--- src/rtl/enc_pkg.sv ---
// Shared definitions for the quadrature step decoder: phase encodings,
// FSM states, counter widths and the phase-transition classifier.
package enc_pkg;

  // Width of the per-channel debounce counter; DEBOUNCE must fit in it.
  localparam int unsigned DB_CNT_W = 8;

  // Filtered phase encodings {a,b} in forward Gray order.
  localparam logic [1:0] PH_00 = 2'b00;
  localparam logic [1:0] PH_01 = 2'b01;
  localparam logic [1:0] PH_11 = 2'b11;
  localparam logic [1:0] PH_10 = 2'b10;

  // Decoder FSM states.
  typedef enum logic {
    ST_INIT = 1'b0,
    ST_RUN  = 1'b1
  } state_e;

  // Classification of a prev -> cur phase pair.
  typedef enum logic [1:0] {
    TR_NONE = 2'b00,
    TR_FWD  = 2'b01,
    TR_REV  = 2'b10,
    TR_ERR  = 2'b11
  } trans_e;

  // Successor of a phase in forward order (00 -> 01 -> 11 -> 10 -> 00).
  function automatic logic [1:0] fwd_next(input logic [1:0] ph);
    logic [1:0] nxt;
    unique case (ph)
      PH_00:   nxt = PH_01;
      PH_01:   nxt = PH_11;
      PH_11:   nxt = PH_10;
      default: nxt = PH_00;
    endcase
    return nxt;
  endfunction

  // Reverse is the inverse of forward, so prev is the forward successor of cur.
  function automatic trans_e classify(input logic [1:0] prev, input logic [1:0] cur);
    trans_e tr;
    if (cur == prev) begin
      tr = TR_NONE;
    end else if (cur == fwd_next(prev)) begin
      tr = TR_FWD;
    end else if (prev == fwd_next(cur)) begin
      tr = TR_REV;
    end else begin
      // Both bits flipped: direction cannot be determined.
      tr = TR_ERR;
    end
    return tr;
  endfunction

endpackage

--- src/rtl/quad_step_decoder_debounce.sv ---
// debounce_bit: 2-FF synchronizer followed by a level filter that accepts a
// new level only after it has been stable for DEBOUNCE synchronized cycles.
module debounce_bit
  import enc_pkg::*;
#(
  parameter int unsigned DEBOUNCE = 4
) (
  input  logic clk_i,
  input  logic rst_ni,
  input  logic din_i,
  input  logic init_load_i,
  output logic sync_o,
  output logic filt_o
);

  // Terminal count: the filter flips on the edge the counter would reach DEBOUNCE.
  localparam logic [DB_CNT_W-1:0] CntLast = DB_CNT_W'(DEBOUNCE - 1);

  logic                sync1_q, sync2_q;
  logic                filt_q, filt_d;
  logic [DB_CNT_W-1:0] cnt_q, cnt_d;

  // Two-stage synchronizer for the asynchronous encoder channel.
  always_ff @(posedge clk_i or negedge rst_ni) begin
    if (!rst_ni) begin
      sync1_q <= 1'b0;
      sync2_q <= 1'b0;
    end else begin
      sync1_q <= din_i;
      sync2_q <= sync1_q;
    end
  end

  // Filter next state: count while levels differ, clear when they agree.
  always_comb begin
    filt_d = filt_q;
    cnt_d  = '0;
    if (init_load_i) begin
      // Track the synchronizer directly so RUN starts from a settled level.
      filt_d = sync2_q;
    end else if (sync2_q != filt_q) begin
      if (cnt_q == CntLast) begin
        filt_d = sync2_q;
      end else begin
        cnt_d = cnt_q + DB_CNT_W'(1);
      end
    end
  end

  // Filter state registers.
  always_ff @(posedge clk_i or negedge rst_ni) begin
    if (!rst_ni) begin
      filt_q <= 1'b0;
      cnt_q  <= '0;
    end else begin
      filt_q <= filt_d;
      cnt_q  <= cnt_d;
    end
  end

  assign sync_o = sync2_q;
  assign filt_o = filt_q;

endmodule

--- src/rtl/quad_step_decoder.sv ---
// quad_step_decoder: debounced x4 quadrature decoder producing one-cycle step
// pulses with a held direction flag, plus an error pulse on phase jumps.
module quad_step_decoder
  import enc_pkg::*;
#(
  parameter int unsigned DEBOUNCE = 4
) (
  input  logic       clk,
  input  logic       reset,
  input  logic       enc_a,
  input  logic       enc_b,
  output logic       step,
  output logic       up,
  output logic       err,
  output logic [1:0] phase
);

  // INIT counter needs one extra bit since it counts up to DEBOUNCE+1.
  localparam int unsigned            InitW    = DB_CNT_W + 1;
  localparam logic [InitW-1:0] InitLast = InitW'(DEBOUNCE + 1);

  logic             sync_a, sync_b;
  logic             filt_a, filt_b;
  logic             init_load;
  logic [1:0]       cur;
  logic [1:0]       sync_ph;
  trans_e           trans;

  state_e           state_q, state_d;
  logic [InitW-1:0] init_cnt_q, init_cnt_d;
  logic [1:0]       prev_q, prev_d;
  logic             step_q, step_d;
  logic             up_q, up_d;
  logic             err_q, err_d;

  assign init_load = (state_q == ST_INIT);

  debounce_bit #(
    .DEBOUNCE(DEBOUNCE)
  ) u_deb_a (
    .clk_i      (clk),
    .rst_ni     (reset),
    .din_i      (enc_a),
    .init_load_i(init_load),
    .sync_o     (sync_a),
    .filt_o     (filt_a)
  );

  debounce_bit #(
    .DEBOUNCE(DEBOUNCE)
  ) u_deb_b (
    .clk_i      (clk),
    .rst_ni     (reset),
    .din_i      (enc_b),
    .init_load_i(init_load),
    .sync_o     (sync_b),
    .filt_o     (filt_b)
  );

  assign cur     = {filt_a, filt_b};
  assign sync_ph = {sync_a, sync_b};

  // FSM next state, previous-phase tracking and transition decode.
  always_comb begin
    state_d    = state_q;
    init_cnt_d = init_cnt_q;
    prev_d     = prev_q;
    step_d     = 1'b0;
    err_d      = 1'b0;
    up_d       = up_q;
    trans      = classify(prev_q, cur);
    unique case (state_q)
      ST_INIT: begin
        // prev follows the synchronizer like the filters, so no step fires on entry to RUN.
        prev_d = sync_ph;
        if (init_cnt_q == InitLast) begin
          state_d    = ST_RUN;
          init_cnt_d = '0;
        end else begin
          init_cnt_d = init_cnt_q + InitW'(1);
        end
      end
      ST_RUN: begin
        prev_d = cur;
        unique case (trans)
          TR_FWD: begin
            step_d = 1'b1;
            up_d   = 1'b1;
          end
          TR_REV: begin
            step_d = 1'b1;
            up_d   = 1'b0;
          end
          TR_ERR:  err_d = 1'b1;
          default: ;
        endcase
      end
      default: ;
    endcase
  end

  // FSM, prev register and registered outputs.
  always_ff @(posedge clk or negedge reset) begin
    if (!reset) begin
      state_q    <= ST_INIT;
      init_cnt_q <= '0;
      prev_q     <= PH_00;
      step_q     <= 1'b0;
      up_q       <= 1'b1;
      err_q      <= 1'b0;
    end else begin
      state_q    <= state_d;
      init_cnt_q <= init_cnt_d;
      prev_q     <= prev_d;
      step_q     <= step_d;
      up_q       <= up_d;
      err_q      <= err_d;
    end
  end

  assign step  = step_q;
  assign up    = up_q;
  assign err   = err_q;
  assign phase = cur;

endmodule

--- config.mk ---
export PLATFORM = sky130hd
export DESIGN_NAME = quad_step_decoder
export DESIGN_NICKNAME = d
export VERILOG_FILES = /design/src/rtl/enc_pkg.sv /design/src/rtl/quad_step_decoder_debounce.sv /design/src/rtl/quad_step_decoder.sv
export SDC_FILE = /design/constraint.sdc
export NUM_CORES = 1
export LEC_CHECK = 0
export CAP_MARGIN = 10
export CELL_PAD_IN_SITES_DETAIL_PLACEMENT = 0
export CELL_PAD_IN_SITES_GLOBAL_PLACEMENT = 1
export CORE_MARGIN = 3
export CORE_UTILIZATION = 50
export DETAILED_ROUTE_END_ITERATION = 8
export PLACE_DENSITY = 0.79
export SYNTH_ARGS = -nofsm -noshare
export SYNTH_HDL_FRONTEND = slang
export SYNTH_SLANG_ARGS = --single-unit
--- constraint.sdc ---
create_clock -name clk -period 3.8 [get_ports clk]
set_clock_uncertainty 0.05 [all_clocks]
set_input_delay 0.76 -clock clk [delete_from_list [all_inputs] [get_ports clk]]
set_output_delay 0.76 -clock clk [all_outputs]
set_load 0.02 [all_outputs]
==> run summary, run 1 <==
status = finished, final reports clean
share of layout cells above drive strength 1 = 0.107
cell area power density = 575 nW/um^2
post-layout net count = 177
CTS Buf Count = 5
Die H = 64.5 um
Arr. time, crit path = 1.52 ns
slew at the pin closest to its max-slew limit = 0.593 ns
Post-CTS Setup Bufs = 0
dpl cell area = 1830 um^2
max incr delay on CP = 0.66 ns
CP Class = flop to primary output
Global Route Usage Sum = 0.140
FP Rows = 20
slowest CP cell = clkdlybuf4s50_1
final setup vio count = 0
HP Start = u_deb_b.sync1_q$_DFF_PN0_
DRC = 0
largest net degree at the start of global routing = 38
fin crit share = 0.614
H-tree depth = 2
CP cell instances = clkdlybuf4s50_1
DR pass1 iterations = 4
Startpoint Class = flop
type of destination of the critical path = primary output
CP top delay family = buffers and inverters
Area Growth Syn to Fin = 10.0%
vias in the first global route = 1009
GRT busiest layer = met2
Mapped Cells = 156
GR Util met3 = 0.0537
CP bufs+invs = 1
CP Data Required Time = 2.99 ns
worst setup path start = u_deb_a.filt_o$_DFFE_PN0P_
cell accounting for the most synthesized area = dfrtp_1
Die W = 64.5 um
Syn Std Cell Area = 1710 um^2
TritonCTS Sinks = 37
clock root cell = clkbuf_4
Clock Tree Buf Depth = 2
clock latency on the worst-skew pair = 0.33 ns
port bufs = 8
Vias per Instance = 5.25
vias = 1112
RR Startpoint = u_deb_a.cnt_q[0]$_DFF_PN0_
Layout fillers = 289
syn avg cell area = 11.0 um^2
initial antenna violation count = 0
post-synthesis net count = 166
wire length of the first global-routing pass = 4490 um
r2r setup slk = 1.97 ns
fmax = 429 MHz
IO Pins = 9
total gr overflow = 0
RSZ-0062 raised after global routing = no
CTS Hold Bufs = 0
Post-synth top flop = dfrtp_1
post_cts resized = 0
Starting Density = 0.543
headroom to the max-slew limit = 0.605
dpl hpwl = 1800 um
synth unique cells = 32
WL final = 2530 um
DIE AREA = 4160 um^2
IR drop worst, VDD = 0.447 mV
met2 usage = 0.218
Antenna diodes = 0
CTS tree = built
Hold Crit Class = flop to flop
Pleak = 0.833 nW
fin crit period = 2.33 ns
maxcap violations = 0
setup_tns = 0 ns
GPL Wtd Cong = 0.798
Final Instance Area = 1880 um^2
Setup WS post-layout = 1.47 ns
Final Hold Vio Count = 0
Area contributors post-synth = dfrtp_1, xor2_1, ha_1
flops & latches, synth = 37
Critical Path Fanout Max = 10
clock-pin slew on the worst setup and hold paths = 0.11 ns
post-synth top area share = 0.526
sequential fraction of the synthesis area = 0.542
met1 GRT Util = 0.176
post-route ant nets = 0
yosys warns = 0
max-slew violation count = 0
worst slack, placed = 1.83 ns
Post-synth EDFFs = 0
drt initial violations = 72
ys async rst share = 1.00
post-DR wirelength/cell = 11.9 um
Core ar. = 3150 um^2
metrics by stage:
step	util	cells	hold WS [ns]	total power, mW
floorplan	-	156	0.281	0.806
global placement	0.580	204	0.286	0.890
detailed placement	0.580	204	0.291	0.904
CTS	0.597	212	0.317	1.10
global route	0.597	212	0.329	1.18
finish	0.597	212	0.312	1.08
cells by family after synthesis:
logic type,share of synthesized area
AND/OR/NAND/NOR,0.179
flip-flops,0.542
buffers and inverters,0.0241
XOR/XNOR,0.0819
adder cells (fa/ha/maj),0.0439
multiplexers,0.0322
AO/OA/AOI/OAI,0.0972
routing by layer:
metal  vias up  share of wire
met5         -              0
met4         0          0.010
met3         4          0.032
met2        13           0.48
met1       530           0.48
li1        565              -
sequential cells by signal, summed over array words and instances, names as in the netlist, 2 cells and up:
signal	cells
init_cnt_q	9
u_deb_b.cnt_q	8
prev_q	2
u_deb_a.cnt_q	8
worst paths after layout:
path | depth (start not counted) | end
min in group asynchronous | 2 | init_cnt_q[2]$_DFFE_PN0N_
max reg2reg | 4 | u_deb_a.filt_o$_DFFE_PN0P_
min | 0 | u_deb_b.sync_o$_DFF_PN0_
min reg2reg | 0 | u_deb_b.sync_o$_DFF_PN0_
max in group asynchronous | 2 | up$_DFFE_PN1P_
max | 1 | phase[1]
final cells by class:
class	instances	area (um^2)	area share
Clock inverter	3	17.5	0.00930
Multi-Input combinational cell	110	743	0.395
Tap cell	44	55.1	0.0292
Clock buffer	5	37.5	0.0199
Inverter	4	15.0	0.00797
Timing Repair Buffer	9	87.6	0.0465
Sequential cell	37	927	0.492
cell usage in the layout, fill, tap and decap left out, types with 2 or more instances in the layout:
cell type	instances
dfrtp_1	36
nor2_1	19
o21ai_0	11
xor2_1	11
nand2_1	10
clkdlybuf4s50_1	8
nand3_1	7
or3_1	7
a21oi_1	7
ha_1	6
xnor2_1	5
clkbuf_4	5
inv_1	4
mux2_2	4
nand4_1	4
nand2b_1	2
nand4b_1	2
nor2b_1	2
clkinv_2	2
where the power goes:
part           internal (mW)  leakage [nW]  switching [mW]
logic                  0.169         0.320           0.188
clock network         0.0697        0.0310           0.124
registers              0.464         0.482          0.0682
cell usage after synthesis, drive strengths merged (2+ instances only):
| library cell | n |
|---|---|
| nand4b | 2 |
| nand2b | 2 |
| o211ai | 2 |
| mux2 | 4 |
| a21oi | 7 |
| or3 | 7 |
| ha | 6 |
| buf | 2 |
| nand3 | 7 |
| o21ai | 11 |
| nor2b | 2 |
| inv | 4 |
| nand4 | 4 |
| xnor2 | 5 |
| nand2 | 10 |
| dfrtp | 36 |
| clkbuf | 3 |
| nor2 | 19 |
| xor2 | 11 |
Note: power is estimated with default switching activity, not from simulation.
==> run 2, diff against run 1 <==
--- a/config.mk
+++ b/config.mk
@@ -9,9 +9,9 @@
 export CELL_PAD_IN_SITES_DETAIL_PLACEMENT = 0
 export CELL_PAD_IN_SITES_GLOBAL_PLACEMENT = 1
 export CORE_MARGIN = 3
-export CORE_UTILIZATION = 50
+export CORE_UTILIZATION = 47
 export DETAILED_ROUTE_END_ITERATION = 8
-export PLACE_DENSITY = 0.79
+export PLACE_DENSITY = 0.75
 export SYNTH_ARGS = -nofsm -noshare
 export SYNTH_HDL_FRONTEND = slang
 export SYNTH_SLANG_ARGS = --single-unit
==> constraint.sdc (replaced) <==
create_clock -name clk -period 2.3 [get_ports clk]
set_clock_uncertainty 0.05 [all_clocks]
set_input_delay 0.46 -clock clk [delete_from_list [all_inputs] [get_ports clk]]
set_output_delay 0.46 -clock clk [all_outputs]
set_load 0.02 [all_outputs]
==> run 2 against run 1 <==
  * First-iteration DRC count increased by 21%
  * Utilization fell by 4.0 points
  * Register-to-register slack got worse by 1.5 ns
  * Largest cell class unchanged
  * Largest power group unchanged
==> run summary, run 2 (synthesis gave the netlist of run 1 again) <==
fmax = 483 MHz
switch share = 0.326
Post-CTS Setup Bufs = 0
Arr. time, crit path = 1.56 ns
r2r worst-path depth = 4
Setup WS post-layout = 0.229 ns
Vias per Instance = 5.29
Final Util = 0.557
Die H = 66.3 um
final setup vio count = 0
setup_tns = 0 ns
Clock Tree Buf Depth = 2
headroom to the max-slew limit = 0.474
cell area power density = 1020 nW/um^2
CTS tree = built
GPL Wtd Cong = 0.772
WL final = 2640 um
Startpoint Class = flop
Hold Crit Class = input port to asynchronous set/reset pin
worst setup path end = phase[1]
CP bufs+invs = 1
CP cell instances = clkdlybuf4s50_1
worst reg2reg path endpoint = u_deb_a.filt_o$_DFFE_PN0P_
total gr overflow = 0
Largest regs = init_cnt_q x9, u_deb_a.cnt_q x8, u_deb_b.cnt_q x8
H-tree depth = 2
Die W = 66.3 um
CP Class = flop to primary output
Critical Path Fanout Max = 10
Clock power frac = 0.244
cell internal pwr = 1.30 mW
Comb power frac = 0.302
IR drop worst, VDD = 0.468 mV
met1 GRT Util = 0.175
status = finished, final reports clean
share of layout cells above drive strength 1 = 0.102
worst slack, placed = 0.497 ns
RSZ-0062 raised after global routing = no
CP Data Required Time = 1.79 ns
Antenna diodes = 0
max-slew violation count = 0
TritonCTS Sinks = 37
IO Pins = 9
Core ar. = 3420 um^2
CTS Hold Bufs = 0
DRC = 0
most common cell after layout, fill and taps aside = dfrtp_1
dpl hpwl = 1750 um
CP top delay family = buffers and inverters
clock-pin slew on the worst setup and hold paths = 0.12 ns
Psw = 0.633 mW
max incr delay on CP = 0.67 ns
GRT busiest layer = met2
wire length of the first global-routing pass = 4590 um
Pwr Total = 1.94 mW
WP depth = 1
max reg flops = 9
r2r setup slk = 0.50 ns
Top reg by flops = init_cnt_q
CTS Buf Count = 5
Area Growth Syn to Fin = 11.2%
met2 usage = 0.214
clock latency on the worst-skew pair = 0.34 ns
initial antenna violation count = 0
worst setup path start = u_deb_a.filt_o$_DFFE_PN0P_
drt initial violations = 87
maxcap violations = 0
Pleak = 0.843 nW
DR pass1 iterations = 4
Final Hold Vio Count = 0
post-route ant nets = 0
hold_ws = 0.131 ns
port bufs = 8
post_cts resized = 0
GR Util met3 = 0.0408
FP Rows = 21
Global Route Usage Sum = 0.141
post-layout net count = 176
fin crit share = 0.901
RR Startpoint = u_deb_a.cnt_q[0]$_DFF_PN0_
commonest non-fill, non-tap cells in the layout = dfrtp_1, nor2_1, o21ai_0, xor2_1, nand2_1
slowest CP cell = clkdlybuf4s50_1
largest net degree at the start of global routing = 38
vias in the first global route = 1053
Starting Density = 0.501
fin crit period = 2.07 ns
type of destination of the critical path = primary output
Layout fillers = 302
clock root cell = clkbuf_4
post-DR wirelength/cell = 12.4 um
vias = 1126
Seq pwr share = 0.454
slew at the pin closest to its max-slew limit = 0.788 ns
DIE AREA = 4400 um^2
## run 2: cell types whose count changed in the layout (fill, tap and decap cells not counted)
cell             previous run  this run
clkinvlp_4                  1         0
clkbuf_8                    0         1
clkbuf_1                    0         1
buf_2                       0         1
clkdlybuf4s50_1             8         7
clkinv_2                    2         0
bufinv_16                   0         1
buf_4                       1         0
## run 2: metrics by stage
step / area (um^2) / std cells
6_report: 1900 / 213
5_1_grt: 1900 / 213
4_1_cts: 1900 / 213
3_5_place_dp: 1820 / 205
3_3_place_gp: 1820 / 205
2_1_floorplan: 1710 / 156
## run 2: worst min-delay path by stage
stage	startpoint	endpoint	slack, ns	cells past startpoint
final	reset	init_cnt_q[5]$_DFFE_PN0N_	0.13	1
after global routing	reset	init_cnt_q[6]$_DFFE_PN0N_	0.19	1
after CTS	reset	init_cnt_q[5]$_DFFE_PN0N_	0.16	1
after detailed placement	u_deb_b.sync1_q$_DFF_PN0_	u_deb_b.sync_o$_DFF_PN0_	0.29	0
after global placement	u_deb_b.sync1_q$_DFF_PN0_	u_deb_b.sync_o$_DFF_PN0_	0.28	0
after floorplan	reset	err$_DFF_PN0_	0.11	0
## run 2: final cells by class
class,count,area [um^2],share of cell area
Multi-Input combinational cell,110,743,0.391
Clock inverter,1,30.0,0.0158
Tap cell,46,57.6,0.0302
Sequential cell,37,927,0.487
Clock buffer,7,55.1,0.0289
Inverter,4,15.0,0.00789
Timing Repair Buffer,8,75.1,0.0394
## run 2: routing by layer
| layer | part of all wire | wire (um) |
|---|---|---|
| met4 | 0.026 | 68 |
| met1 | 0.47 | 1250 |
| met5 | 0 | 0 |
| met2 | 0.46 | 1230 |
| met3 | 0.038 | 101 |
## run 2: power by group through the flow
stage	clock network (mW)	logic, mW	registers, mW
finish	0.473	0.586	0.879
detailed placement	0	0.593	0.891
global placement	0	0.580	0.886
global route	0.512	0.672	0.897
CTS	0.487	0.595	0.878
floorplan	0	0.459	0.873
## run 2: worst register-to-register path: cells and delay by family (launching register included)
family	cells	cell delay, ns
flops	1	0.38
simple gates	1	0.48
compound gates	1	0.21
mux	1	0.35
fa+ha+maj	1	0.24
==> RTL edit 1, RTL diff (flow settings as in run 2) <==
The package constant `DB_CNT_W` goes from 8 to 9.
--- a/src/rtl/enc_pkg.sv
+++ b/src/rtl/enc_pkg.sv
@@ -4,5 +4,5 @@
 
   // Width of the per-channel debounce counter; DEBOUNCE must fit in it.
-  localparam int unsigned DB_CNT_W = 8;
+  localparam int unsigned DB_CNT_W = 9;
 
   // Filtered phase encodings {a,b} in forward Gray order.
Behaviour: same outputs for any inputs over 10 cycles, from zero or initial values and one cycle with reset low; that may be too few to reach the edited logic, so the function may still have changed.
==> RTL edit 1 against run 2 <==
Setup slack better by 76 ps; total power rose by 5.2%; design area is 8.6% higher; combinational power is 1% higher; sequential cell count up 3; first-iteration DRC count down 24%; clock power grew 8.0%; synthesized area is 8.8% higher; routed wire length is 16% higher; critical endpoint unchanged.
==> RTL edit 1: results (changes against run 2) <==
outcome: "completed"  # unchanged
drt-pass1-iter-count: 4  # unchanged
cts-resized-gates: 0  # unchanged
yosysUniqueCellTypes: 40  # was 32
reg.largest.list: "init_cnt_q x10, u_deb_a.cnt_q x9, u_deb_b.cnt_q x9"  # was init_cnt_q x9, u_deb_a.cnt_q x8, u_deb_b.cnt_q x8
synth_compound_area_share_pct: 10.5  # was 9.72%
place.gp.congestion: 0.775  # was 0.772
clock_latency_ps: 300  # was 340 ps
worstPathMaxFanout: 10  # unchanged
tns_ps: 0  # unchanged
synth_async_sr_flop_share_pct: 100  # unchanged
p_int_mw: 1.37  # was 1.30 mW
vias: 1285  # was 1126
portBuffers: 8  # unchanged
drt-initial-drc-count: 66  # was 87
slowest_delay_ps: 670  # about the same
vias_per_cell: 5.56  # was 5.29
root_buffer: "clkbuf_8"  # was clkbuf_4
ys.warnings.count: 0  # unchanged
min-delay-path-class: "in2async"  # unchanged
synth-seq-area-share_pct: 53.8  # was 54.2%
netlist_top_cells_area: "dfrtp_1, xor2_1, o21ai_0"  # was dfrtp_1, xor2_1, ha_1
slew_headroom_pct: 42.8  # was 47.4%
layout-drive-gt1-share_pct: 10.4  # was 10.2%
ys_top_cells_by_count: "dfrtp_1, o21ai_0, nand2_1, nor2_1"  # was dfrtp_1, nor2_1, o21ai_0, xor2_1, nand2_1
grt_max_degree: 41  # was 38
syn-num-nets: 183  # was 166
drt_wl_total_mm: 3.08  # was 2.64 mm
placed_cells_incl_taps: 223  # was 205
syn_area_per_cell_um2: 10.8  # was 11.0 µm²
antenna_cells: 0  # unchanged
p_leak_nw: 0.895  # was 0.843 nW
grt_pass1_wl_mm: 5.60  # was 4.59 mm
cp_top_family: "buffers and inverters"  # unchanged
cts_buffer_depth: 2  # unchanged
grt_pass1_vias: 1237  # was 1053
synth_edf_count: 0  # unchanged
cts_buffers: 5  # unchanged
grtUsageTotal_pct: 16.0  # was 14.1%
clkTransAtPathRegs_ps: 80  # was 120 ps
cts_htree_levels: 2  # unchanged
dp.final_hpwl_mm: 2.06  # was 1.75 mm
final_nets: 192  # was 176
crit_arrival_ps: 1490  # was 1560 ps
synth_mux_area_share_pct: 2.96  # was 3.22%
vdd_drop_max_uv: 518  # was 468 µV
antenna_found_initial: 0  # unchanged
yosys.area_share.xor_xnor_pct: 6.58  # was 8.19%
slowest_stage: "clkdlybuf4s50_1"  # unchanged
maxSlewViolCount: 0  # unchanged
synthAdderAreaFrac_pct: 4.03  # was 4.39%
[RTL edit 1: changes by cell type after synthesis, sizes merged, moves of 2 or more]
cell / delta
dfrtp: +3
nor3: +3
or3: +2
xnor2: -2
nor2b: -2
nand2: +2
a21oi: +2
nand3: +4
or2: +2
o21ai: +7
nor2: -7
[RTL edit 1: kinds of logic (layout without fill, tap and decap cells)]
kind of cell | count (synthesis) | after routing
AND/OR/NAND/NOR | 66 | 66
XOR/XNOR | 14 | 14
flip-flops | 40 | 40
AO/OA/AOI/OAI | 32 | 32
adder cells (fa/ha/maj) | 6 | 6
multiplexers | 5 | 5
buffers and inverters | 10 | 20
[RTL edit 1: layout make-up]
class | instances | area, µm²
flip-flops and latches | 40 | 1000
well taps | 48 | 60.1
fillers | 337 | 1680
inverters | 4 | 15.0
repair buffers | 8 | 75.1
clock buffers | 8 | 100
multi-input cells | 123 | 815
[RTL edit 1: stage by stage]
| step | hold slack [ps] | util [%] | power [mW] | instance area (µm²) | worst slack [ps] |
|---|---|---|---|---|---|
| 3_5_place_dp | 290 | 52.5 | 1.55 | 1970 | 462 |
| 5_1_grt | 293 | 55.2 | 2.20 | 2070 | 237 |
| 4_1_cts | 250 | 55.2 | 2.07 | 2070 | 284 |
| 6_report | 222 | 55.2 | 2.04 | 2070 | 304 |
| 2_1_floorplan | 114 | - | 1.39 | 1860 | 554 |
| 3_3_place_gp | 288 | 52.5 | 1.53 | 1970 | 513 |
[RTL edit 1: per-layer routing]
| layer | vias up | share of wire (%) | track usage, % |
|---|---|---|---|
| met2 | 19 | 45 | 24.3 |
| met3 | 9 | 3.9 | 5.19 |
| met4 | 0 | 1.8 | 7.06 |
| met1 | 631 | 49 | 21.0 |
| li1 | 626 | - | - |
| met5 | - | 0 | 0 |
[RTL edit 1: power by group through the flow]
stage                     Clock, mW  Combinational (mW)  Sequential (mW)
after CTS                     0.526               0.606            0.935
final                         0.511               0.594            0.933
after detailed placement          0               0.606            0.948
after global routing          0.556               0.686            0.957
after global placement            0               0.590            0.943
after floorplan                   0               0.462            0.930
[RTL edit 1: final timing paths]
path | startpoint | end | slack [ps] | cells after the start
setup reg to reg | u_deb_a.cnt_q[0] | u_deb_a.filt_o | 460 | 4
setup / recovery | u_deb_a.filt_o | phase[1] | 300 | 1
hold reg to reg | u_deb_a.sync1_q | u_deb_a.sync_o | 300 | 0
min in group clk | u_deb_a.sync1_q | u_deb_a.sync_o | 300 | 0
max in group asynchronous | reset | u_deb_b.cnt_q[5] | 1440 | 1
hold / removal | reset | init_cnt_q[2] | 220 | 1
==> RTL edit 2, RTL diff (flow settings as in run 2) <==
Without the edit above. Put one more register stage on the output `err`, with the module's reset. The value now appears one clock later. The other outputs are not delayed to match.
--- a/src/rtl/quad_step_decoder.sv
+++ b/src/rtl/quad_step_decoder.sv
@@ -121,5 +121,11 @@
   assign step  = step_q;
   assign up    = up_q;
-  assign err   = err_q;
+  always_ff @(posedge clk or negedge reset) begin
+    if (!reset) begin
+      err <= '0;
+    end else begin
+      err <= err_q;
+    end
+  end
   assign phase = cur;
 
Function: no difference found for any inputs over 10 cycles, from zero or initial values and one cycle with reset low; that may be too few to reach the edited logic, so the function may still have changed.
==> RTL edit 2 against run 2 <==
Clock power up 46%; setup slack better by 89 ps; synthesized area up 3.1%; utilization up 2.3 points; routed wire length up 1.8%; sequential cell count up 1; total power up 14%; design area up 5.8%; critical path type unchanged; critical endpoint unchanged.
==> RTL edit 2: results (changes against run 2) <==
inv_count: 5  # was 4
vias_per_cell: 5.28  # was 5.29
buffer_area_share_pct: 3.73  # was 3.94%
p_per_area_nw_per_um2: 1090  # was 1020 nW/µm²
place.gp.congestion: 0.827  # was 0.772
yosys.area_share.xor_xnor_pct: 6.45  # was 8.19%
drt_wl_total_mm: 2.69  # was 2.64 mm
crit_arrival_ps: 1470  # was 1560 ps
clock_tree_area_fraction_pct: 7.09  # was 4.47%
synth_compound_area_share_pct: 11.7  # was 9.72%
p_leak_nw: 0.890  # was 0.843 nW
outcome: "completed"  # unchanged
yosysUniqueCellTypes: 36  # was 32
grt_pass1_wl_mm: 4.74  # was 4.59 mm
power_mw: 2.20  # was 1.94 mW
grtUsageTotal_pct: 14.1  # about the same
root_buffer: "clkbuf_8"  # was clkbuf_4
p_comb_share_pct: 27.5  # was 30.2%
layout-drive-gt1-share_pct: 11.2  # was 10.2%
comb.multi_input.count: 111  # was 110
grt_max_degree: 39  # was 38
synth-seq-area-share_pct: 54.0  # was 54.2%
power_frac_seq_pct: 41.2  # was 45.4%
p_int_mw: 1.55  # was 1.30 mW
reg2reg_from: "u_deb_b.cnt_q[2]"  # was u_deb_a.cnt_q[0]
seq_cell_count: 38  # was 37
grt_pass1_vias: 1113  # was 1053
vdd_drop_max_uv: 452  # was 468 µV
clkTransAtPathRegs_ps: 80  # was 120 ps
RTL edit 2: per-layer routing:
layer	wire length [µm]	part of all wire, %	vias up	track usage (%)
li1	-	-	577	-
met1	1260	47	539	16.2
met2	1270	47	21	23.3
met3	115	4.3	4	5.49
met4	44	1.6	0	6.08
met5	0	0	-	0
RTL edit 2: final timing paths:
path | to | slack, ps | cells after the start
max | phase[1] | 320 | 1
min | init_cnt_q[0] | 210 | 1
max reg2reg | u_deb_b.filt_o | 550 | 3
min reg2reg | u_deb_b.sync_o | 300 | 0
max in group asynchronous | u_deb_b.cnt_q[5] | 1470 | 1
min in group clk | u_deb_b.sync_o | 300 | 0
RTL edit 2: cells by family after synthesis:
kind of cell | Yosys count
buffers and inverters | 10
and+or+nand+nor | 58
muxes | 5
AOI/OAI and AO/OA | 29
adders and majority gates | 6
DFF | 38
xor gates and xnor gates | 13
RTL edit 2: metrics by stage:
step                hold WS [ps]  cells
CTS                          237    216
detailed placement           285    208
floorplan                    114    159
global placement             286    208
finish                       208    216
global route                 271    216
